**src/rtl/key_step_conditioner.sv**
```systemverilog
// key_step_conditioner: pushbutton front end for the multicycle processor.
// Each raw KEY is synchronised and debounced by its own FSM. KEY[1] becomes a
// one-cycle step enable and KEY[0] becomes a stretched processor reset. A
// 16-bit step counter feeds the debug displays.
// Optional feature macro: AUTO_STEP_EN (auto-repeat stepping while KEY[1] is held).
module key_step_conditioner #(
   parameter int DEBOUNCE_CYCLES  = 16,
   parameter int CNT_W            = 20,
   parameter int RST_STRETCH      = 4,
   parameter int KEY_ACTIVE_LOW   = 1
`ifdef AUTO_STEP_EN
   ,
   parameter int AUTO_HOLD_CYCLES = 64,
   parameter int AUTO_PERIOD      = 8
`endif
) (
   input  logic        clock,
   input  logic        reset,
   input  logic [1:0]  key_in,
   output logic        step_pulse,
   output logic        proc_reset,
   output logic [1:0]  key_state,
   output logic [15:0] step_count
);

   typedef enum logic [1:0] {
      IDLE         = 2'd0,
      PRESS_WAIT   = 2'd1,
      PRESSED      = 2'd2,
      RELEASE_WAIT = 2'd3
   } key_st_t;

   localparam int SW = (RST_STRETCH < 1) ? 1 : $clog2(RST_STRETCH + 1);
   localparam logic [SW-1:0]    STRETCH_INIT = SW'(RST_STRETCH);
   localparam logic [CNT_W-1:0] DB_LAST      = CNT_W'(DEBOUNCE_CYCLES - 1);
   // Raw pin level when nothing is pressed
   localparam logic [1:0]       KEY_IDLE     = (KEY_ACTIVE_LOW != 0) ? 2'b11 : 2'b00;

   logic [1:0]       sync1_q, sync2_q;
   logic [1:0]       key_sync;
   key_st_t          state_q [2];
   key_st_t          state_d [2];
   logic [CNT_W-1:0] cnt_q [2];
   logic [CNT_W-1:0] cnt_d [2];
   logic [1:0]       key_state_q, key_state_d;
   logic [1:0]       enter_pressed;
   logic [SW-1:0]    stretch_q, stretch_d;
   logic             proc_reset_q, proc_reset_d;
   logic             step_pulse_q, step_pulse_d;
   logic [15:0]      step_count_q, step_count_d;
   logic             rst_gate;
   logic             auto_fire;

`ifdef AUTO_STEP_EN
   localparam int HW = $clog2(AUTO_HOLD_CYCLES + 1);
   localparam logic [HW-1:0] HOLD_LAST   = HW'(AUTO_HOLD_CYCLES - 1);
   localparam logic [HW-1:0] HOLD_REARM  = HW'(AUTO_HOLD_CYCLES - AUTO_PERIOD);
   logic [HW-1:0] hold_q, hold_d;
`endif

   // Polarity normalisation: key_sync is 1 while a button is pressed
   assign key_sync = (KEY_ACTIVE_LOW != 0) ? ~sync2_q : sync2_q;

   // Per-key debounce FSMs with their counters
   always_comb begin
      for (int k = 0; k < 2; k++) begin
         state_d[k]       = state_q[k];
         cnt_d[k]         = cnt_q[k];
         key_state_d[k]   = key_state_q[k];
         enter_pressed[k] = 1'b0;
         case (state_q[k])
            IDLE: begin
               if (key_sync[k]) begin
                  state_d[k] = PRESS_WAIT;
                  cnt_d[k]   = {CNT_W{1'b0}};
               end else begin
                  state_d[k] = IDLE;
               end
            end
            PRESS_WAIT: begin
               if (!key_sync[k]) begin
                  state_d[k] = IDLE;
               end else if (cnt_q[k] == DB_LAST) begin
                  state_d[k]       = PRESSED;
                  key_state_d[k]   = 1'b1;
                  enter_pressed[k] = 1'b1;
               end else begin
                  cnt_d[k] = cnt_q[k] + CNT_W'(1);
               end
            end
            PRESSED: begin
               if (!key_sync[k]) begin
                  state_d[k] = RELEASE_WAIT;
                  cnt_d[k]   = {CNT_W{1'b0}};
               end else begin
                  state_d[k] = PRESSED;
               end
            end
            RELEASE_WAIT: begin
               if (key_sync[k]) begin
                  state_d[k] = PRESSED;
               end else if (cnt_q[k] == DB_LAST) begin
                  state_d[k]     = IDLE;
                  key_state_d[k] = 1'b0;
               end else begin
                  cnt_d[k] = cnt_q[k] + CNT_W'(1);
               end
            end
            default: begin
               state_d[k]     = IDLE;
               cnt_d[k]       = {CNT_W{1'b0}};
               key_state_d[k] = 1'b0;
            end
         endcase
      end
   end

`ifdef AUTO_STEP_EN
   // Auto-repeat: hold counter runs in PRESSED, freezes otherwise, clears in IDLE
   always_comb begin
      hold_d    = hold_q;
      auto_fire = 1'b0;
      if (state_q[1] == IDLE) begin
         hold_d = {HW{1'b0}};
      end else if ((state_q[1] == PRESSED) && key_sync[1]) begin
         if (hold_q == HOLD_LAST) begin
            auto_fire = 1'b1;
            hold_d    = HOLD_REARM;
         end else begin
            hold_d = hold_q + HW'(1);
         end
      end else begin
         hold_d = hold_q;
      end
   end
`else
   assign auto_fire = 1'b0;
`endif

   // Reset stretcher, step enable and step counter
   always_comb begin
      // Reload on the debounced edge itself so proc_reset rises with key_state[0],
      // and keep reloading while it is held so the fall comes RST_STRETCH edges later
      if (key_state_d[0] || key_state_q[0]) begin
         stretch_d = STRETCH_INIT;
      end else if (stretch_q != {SW{1'b0}}) begin
         stretch_d = stretch_q - SW'(1);
      end else begin
         stretch_d = {SW{1'b0}};
      end
      proc_reset_d = key_state_d[0] | key_state_q[0] | (stretch_d != {SW{1'b0}});
      // A reset that is active now or starting this cycle swallows any step
      rst_gate     = proc_reset_q | proc_reset_d;
      step_pulse_d = (enter_pressed[1] | auto_fire) & ~rst_gate;
      if (rst_gate) begin
         step_count_d = 16'd0;
      end else if (step_pulse_d) begin
         step_count_d = step_count_q + 16'd1;
      end else begin
         step_count_d = step_count_q;
      end
   end

   // State registers
   always_ff @(posedge clock or posedge reset) begin
      if (reset) begin
         sync1_q      <= KEY_IDLE;
         sync2_q      <= KEY_IDLE;
         for (int k = 0; k < 2; k++) begin
            state_q[k] <= IDLE;
            cnt_q[k]   <= {CNT_W{1'b0}};
         end
         key_state_q  <= 2'b00;
         stretch_q    <= STRETCH_INIT;
         proc_reset_q <= 1'b1;
         step_pulse_q <= 1'b0;
         step_count_q <= 16'd0;
`ifdef AUTO_STEP_EN
         hold_q       <= {HW{1'b0}};
`endif
      end else begin
         sync1_q      <= key_in;
         sync2_q      <= sync1_q;
         for (int k = 0; k < 2; k++) begin
            state_q[k] <= state_d[k];
            cnt_q[k]   <= cnt_d[k];
         end
         key_state_q  <= key_state_d;
         stretch_q    <= stretch_d;
         proc_reset_q <= proc_reset_d;
         step_pulse_q <= step_pulse_d;
         step_count_q <= step_count_d;
`ifdef AUTO_STEP_EN
         hold_q       <= hold_d;
`endif
      end
   end

   assign step_pulse = step_pulse_q;
   assign proc_reset = proc_reset_q;
   assign key_state  = key_state_q;
   assign step_count = step_count_q;

endmodule
```
**config.mk**
```make
export PLATFORM = sky130hd
export DESIGN_NAME = key_step_conditioner
export DESIGN_NICKNAME = d
export VERILOG_FILES = /design/src/rtl/key_step_conditioner.sv
export SDC_FILE = /design/constraint.sdc
export NUM_CORES = 1
export LEC_CHECK = 0
export CORE_MARGIN = 2
export CORE_UTILIZATION = 50
export DETAILED_ROUTE_END_ITERATION = 12
export PLACE_DENSITY = 0.69
export SYNTH_ARGS = -nofsm -noshare
export SYNTH_HDL_FRONTEND = slang
export SYNTH_SLANG_ARGS = --single-unit
```
**constraint.sdc**
```tcl
create_clock -name clock -period 3 [get_ports clock]
set_clock_uncertainty 0.1 [all_clocks]
set_input_delay 0.75 -clock clock [delete_from_list [all_inputs] [get_ports clock]]
set_output_delay 0.75 -clock clock [all_outputs]
set_load 0.005 [all_outputs]
```
==> qor.yml <==
floorplanning:
  core_um2: 7250
  start_util_pct: 51.7
  ios: 24
  die-area_um2: 8210
  core.rowCount: 31
  die_w_um: 90.6
  die_height_um: 90.6
logic_synthesis:
  syn_nets: 415
  syn-instance-count: 406
  synthArstFlopShare_pct: 100
  ys_types: 51
  yosysWarnings: 0
  synth_edf_count: 0
  synth_flop_cell: "dfrtp_1"
  avgSynthCellArea_um2: 9.24
  yosysSeqAreaShare_pct: 47.5
  ys_seq_elements: 71
  synthesis.area_um2: 3750
final_layout:
  nets: 438
  fill_cells: 666
  area_growth_pct: 13.7
  multiInputGateArea_um2: 1800
  seqCellArea_um2: 1780
  antennaDiodeCount: 0
  drive_above_1_share_pct: 9.91
timing:
  period_share_pct: 81.9
  fin_tns_setup_ps: 0
  maxSlewHeadroom_pct: 18.2
  setup_viol: 0
  hold_viol_final: 0
  fin_crit_ps: 2460
  worstMarginPinSlew_ps: 1230
  slew_viol_final: 0
  fmax_mhz: 407
  grt_setup_unrepaired: "no"
  finalWorstSetupSlack_ps: 542
global_route:
  grt_pass1_vias: 2981
  grt_first_pass_wirelength_um: 13300
  grt_max_degree: 53
  grt.overflow.total: 0
  grt_antenna_before_repair: 0
  grt.total_usage_pct: 19.7
clocking:
  cts_root_buffer: "clkbuf_8"
  cts_made_buffers: 9
  cts_buffer_depth: 2
  cts_resized: 0
  h-tree-depth: 3
  cts_tree: "yes"
  clock_sinks: 71
  clk_pin_slew_ps: 80
  cts_setup_buffers: 0
  clk_latency_ps: 340
  hold_buffers: 0
critical_path:
  worstPathArrival_ps: 2620
  worst-endpoint-required_ps: 3160
  ff2ff_path_depth: 5
  critPathLaunchType: "flop"
  critPathMaxFanout: 16
  reg2reg_to: "cnt_q[28]"
  reg2reg_from: "sync2_q[0]"
  end_kind: "flop"
  critPathKind: "reg -> reg"
  r2r_slack_ps: 540
routing:
  drt_pre_antenna_iters: 4
  wl_per_cell_um: 14.2
  vias: 3050
  top_layer: "met4"
  drc_errors: 0
  drt-total-wl_um: 7590
  wl_met1_um: 3600
  viasPerCell: 5.72
  initialDrtViolationCount: 197
  antenna_left: 0
  wl_met3_um: 219
  wl_met2_um: 3710
power:
  leakagePower_nw: 1.76
  power.density_nw_per_um2: 449
  peakVddDrop_mv: 0.290
placement:
  gp_congestion: 0.790
  place_hpwl_um: 5220
  portBuffers: 23
  pre_cts_ws_ps: 527
min_path:
  hold_depth: 0
  hp-class: "reg -> reg"
  hp-start: "sync1_q[1]"
  worstHoldEndpoint: "sync2_q[1]"
run_status:
  status: "finished, final reports clean"
job:
  max_cap_viol_count: 0
==> worst max-delay path: stages (launching register included) <==
cell     delay (ps)
dfstp_2         570
xor2_1           80
or2_2           310
a21oi_1         940
a21oi_1         150
o21ai_0         210
==> report_power, final <==
part / total, W / switching (W) / internal, W
Clock: 0.000774 / 0.000364 / 0.000411
Combinational: 0.000121 / 0.0000705 / 0.0000501
Sequential: 0.00102 / 0.0000364 / 0.000985
Total: 0.00192 / 0.000471 / 0.00145
==> per-layer routing <==
layer	global-route usage [%]	vias up
met5	0	-
met4	4.23	0
met3	5.84	6
met2	32.0	37
met1	26.1	1493
li1	-	1514
==> synth_stat cells (4+ instances only) <==
master,instances,share of area [%]
dfrtp_1,65,43
o21ai_0,37,4.9
a21oi_1,31,4.1
nand2_1,31,3.1
nor2_1,31,3.1
or3_1,28,4.7
nand3_1,25,3.3
inv_1,20,2.0
nand4_1,14,2.3
xnor2_1,11,2.6
nor3_1,10,1.3
nor4_1,9,1.5
and3_1,6,1.0
buf_2,6,0.80
dfstp_2,6,4.2
a22o_1,5,1.2
and4_1,5,1.2
buf_4,5,1.0
clkbuf_1,5,0.50
ha_1,5,1.7
xor2_1,5,1.2
mux2_2,4,1.2
==> registers in the layout (all words and copies together) (netlist names), named ones only <==
name        flops
key_state       2
sync2_q         2
step_count     16
step_pulse      1
proc_reset      1
stretch_q       3
cnt_q          40
sync1_q         2
state_q         2
==> worst max-delay path by stage <==
stage,to,cells after the start,start
2_1_floorplan,async pin,1,reset
3_3_place_gp,cnt_q[23],5,sync2_q[0]
3_5_place_dp,cnt_q[34],5,sync2_q[0]
4_1_cts,cnt_q[28],5,sync2_q[0]
5_1_grt,cnt_q[23],5,sync2_q[0]
6_report,cnt_q[28],5,sync2_q[0]
==> final cells by class <==
class | instances | share of cell area [%]
Clock buffer | 12 | 3.40
Clock inverter | 4 | 1.26
Inverter | 20 | 1.76
Multi-Input combinational cell | 298 | 42.1
Sequential cell | 71 | 41.8
Tap cell | 99 | 2.90
Timing Repair Buffer | 29 | 6.75
==> kinds of logic (layout without fill, tap and decap cells) <==
group                    after synthesis  after routing  share of synthesized area, %
AO/OA/AOI/OAI                         88             88                          13.5
flip-flops                            71             71                          47.5
multiplexers                           7              7                          2.00
AND/OR/NAND/NOR                      182            182                          27.0
buffers and inverters                 37             65                          4.60
adder cells (fa/ha/maj)                5              5                          1.67
XOR/XNOR                              16             16                          3.73
==> per-stage QoR <==
| step | area, µm² | hold WS, ps | util [%] | cells | power (W) |
|---|---|---|---|---|---|
| 2_1_floorplan | 3750 | 245 | - | 406 | 0.00113 |
| 3_3_place_gp | 4070 | 246 | 56.1 | 517 | 0.00116 |
| 3_5_place_dp | 4070 | 247 | 56.1 | 517 | 0.00116 |
| 4_1_cts | 4270 | 257 | 58.8 | 533 | 0.00195 |
| 5_1_grt | 4270 | 263 | 58.8 | 533 | 0.00201 |
| 6_report | 4270 | 256 | 58.8 | 533 | 0.00192 |
==> cells in the final DEF, fill, tap and decap left out, types with 10 or more instances in the layout <==
cell             synthesis  final
dfrtp_1                 65     65
o21ai_0                 37     37
nand2_1                 31     31
nor2_1                  31     31
a21oi_1                 31     31
or3_1                   28     28
nand3_1                 25     25
clkdlybuf4s50_1          0     23
inv_1                   20     19
nand4_1                 14     14
xnor2_1                 11     11
nor3_1                  10     10
clkbuf_8                 0     10
(Power assumes the default switching activity.)
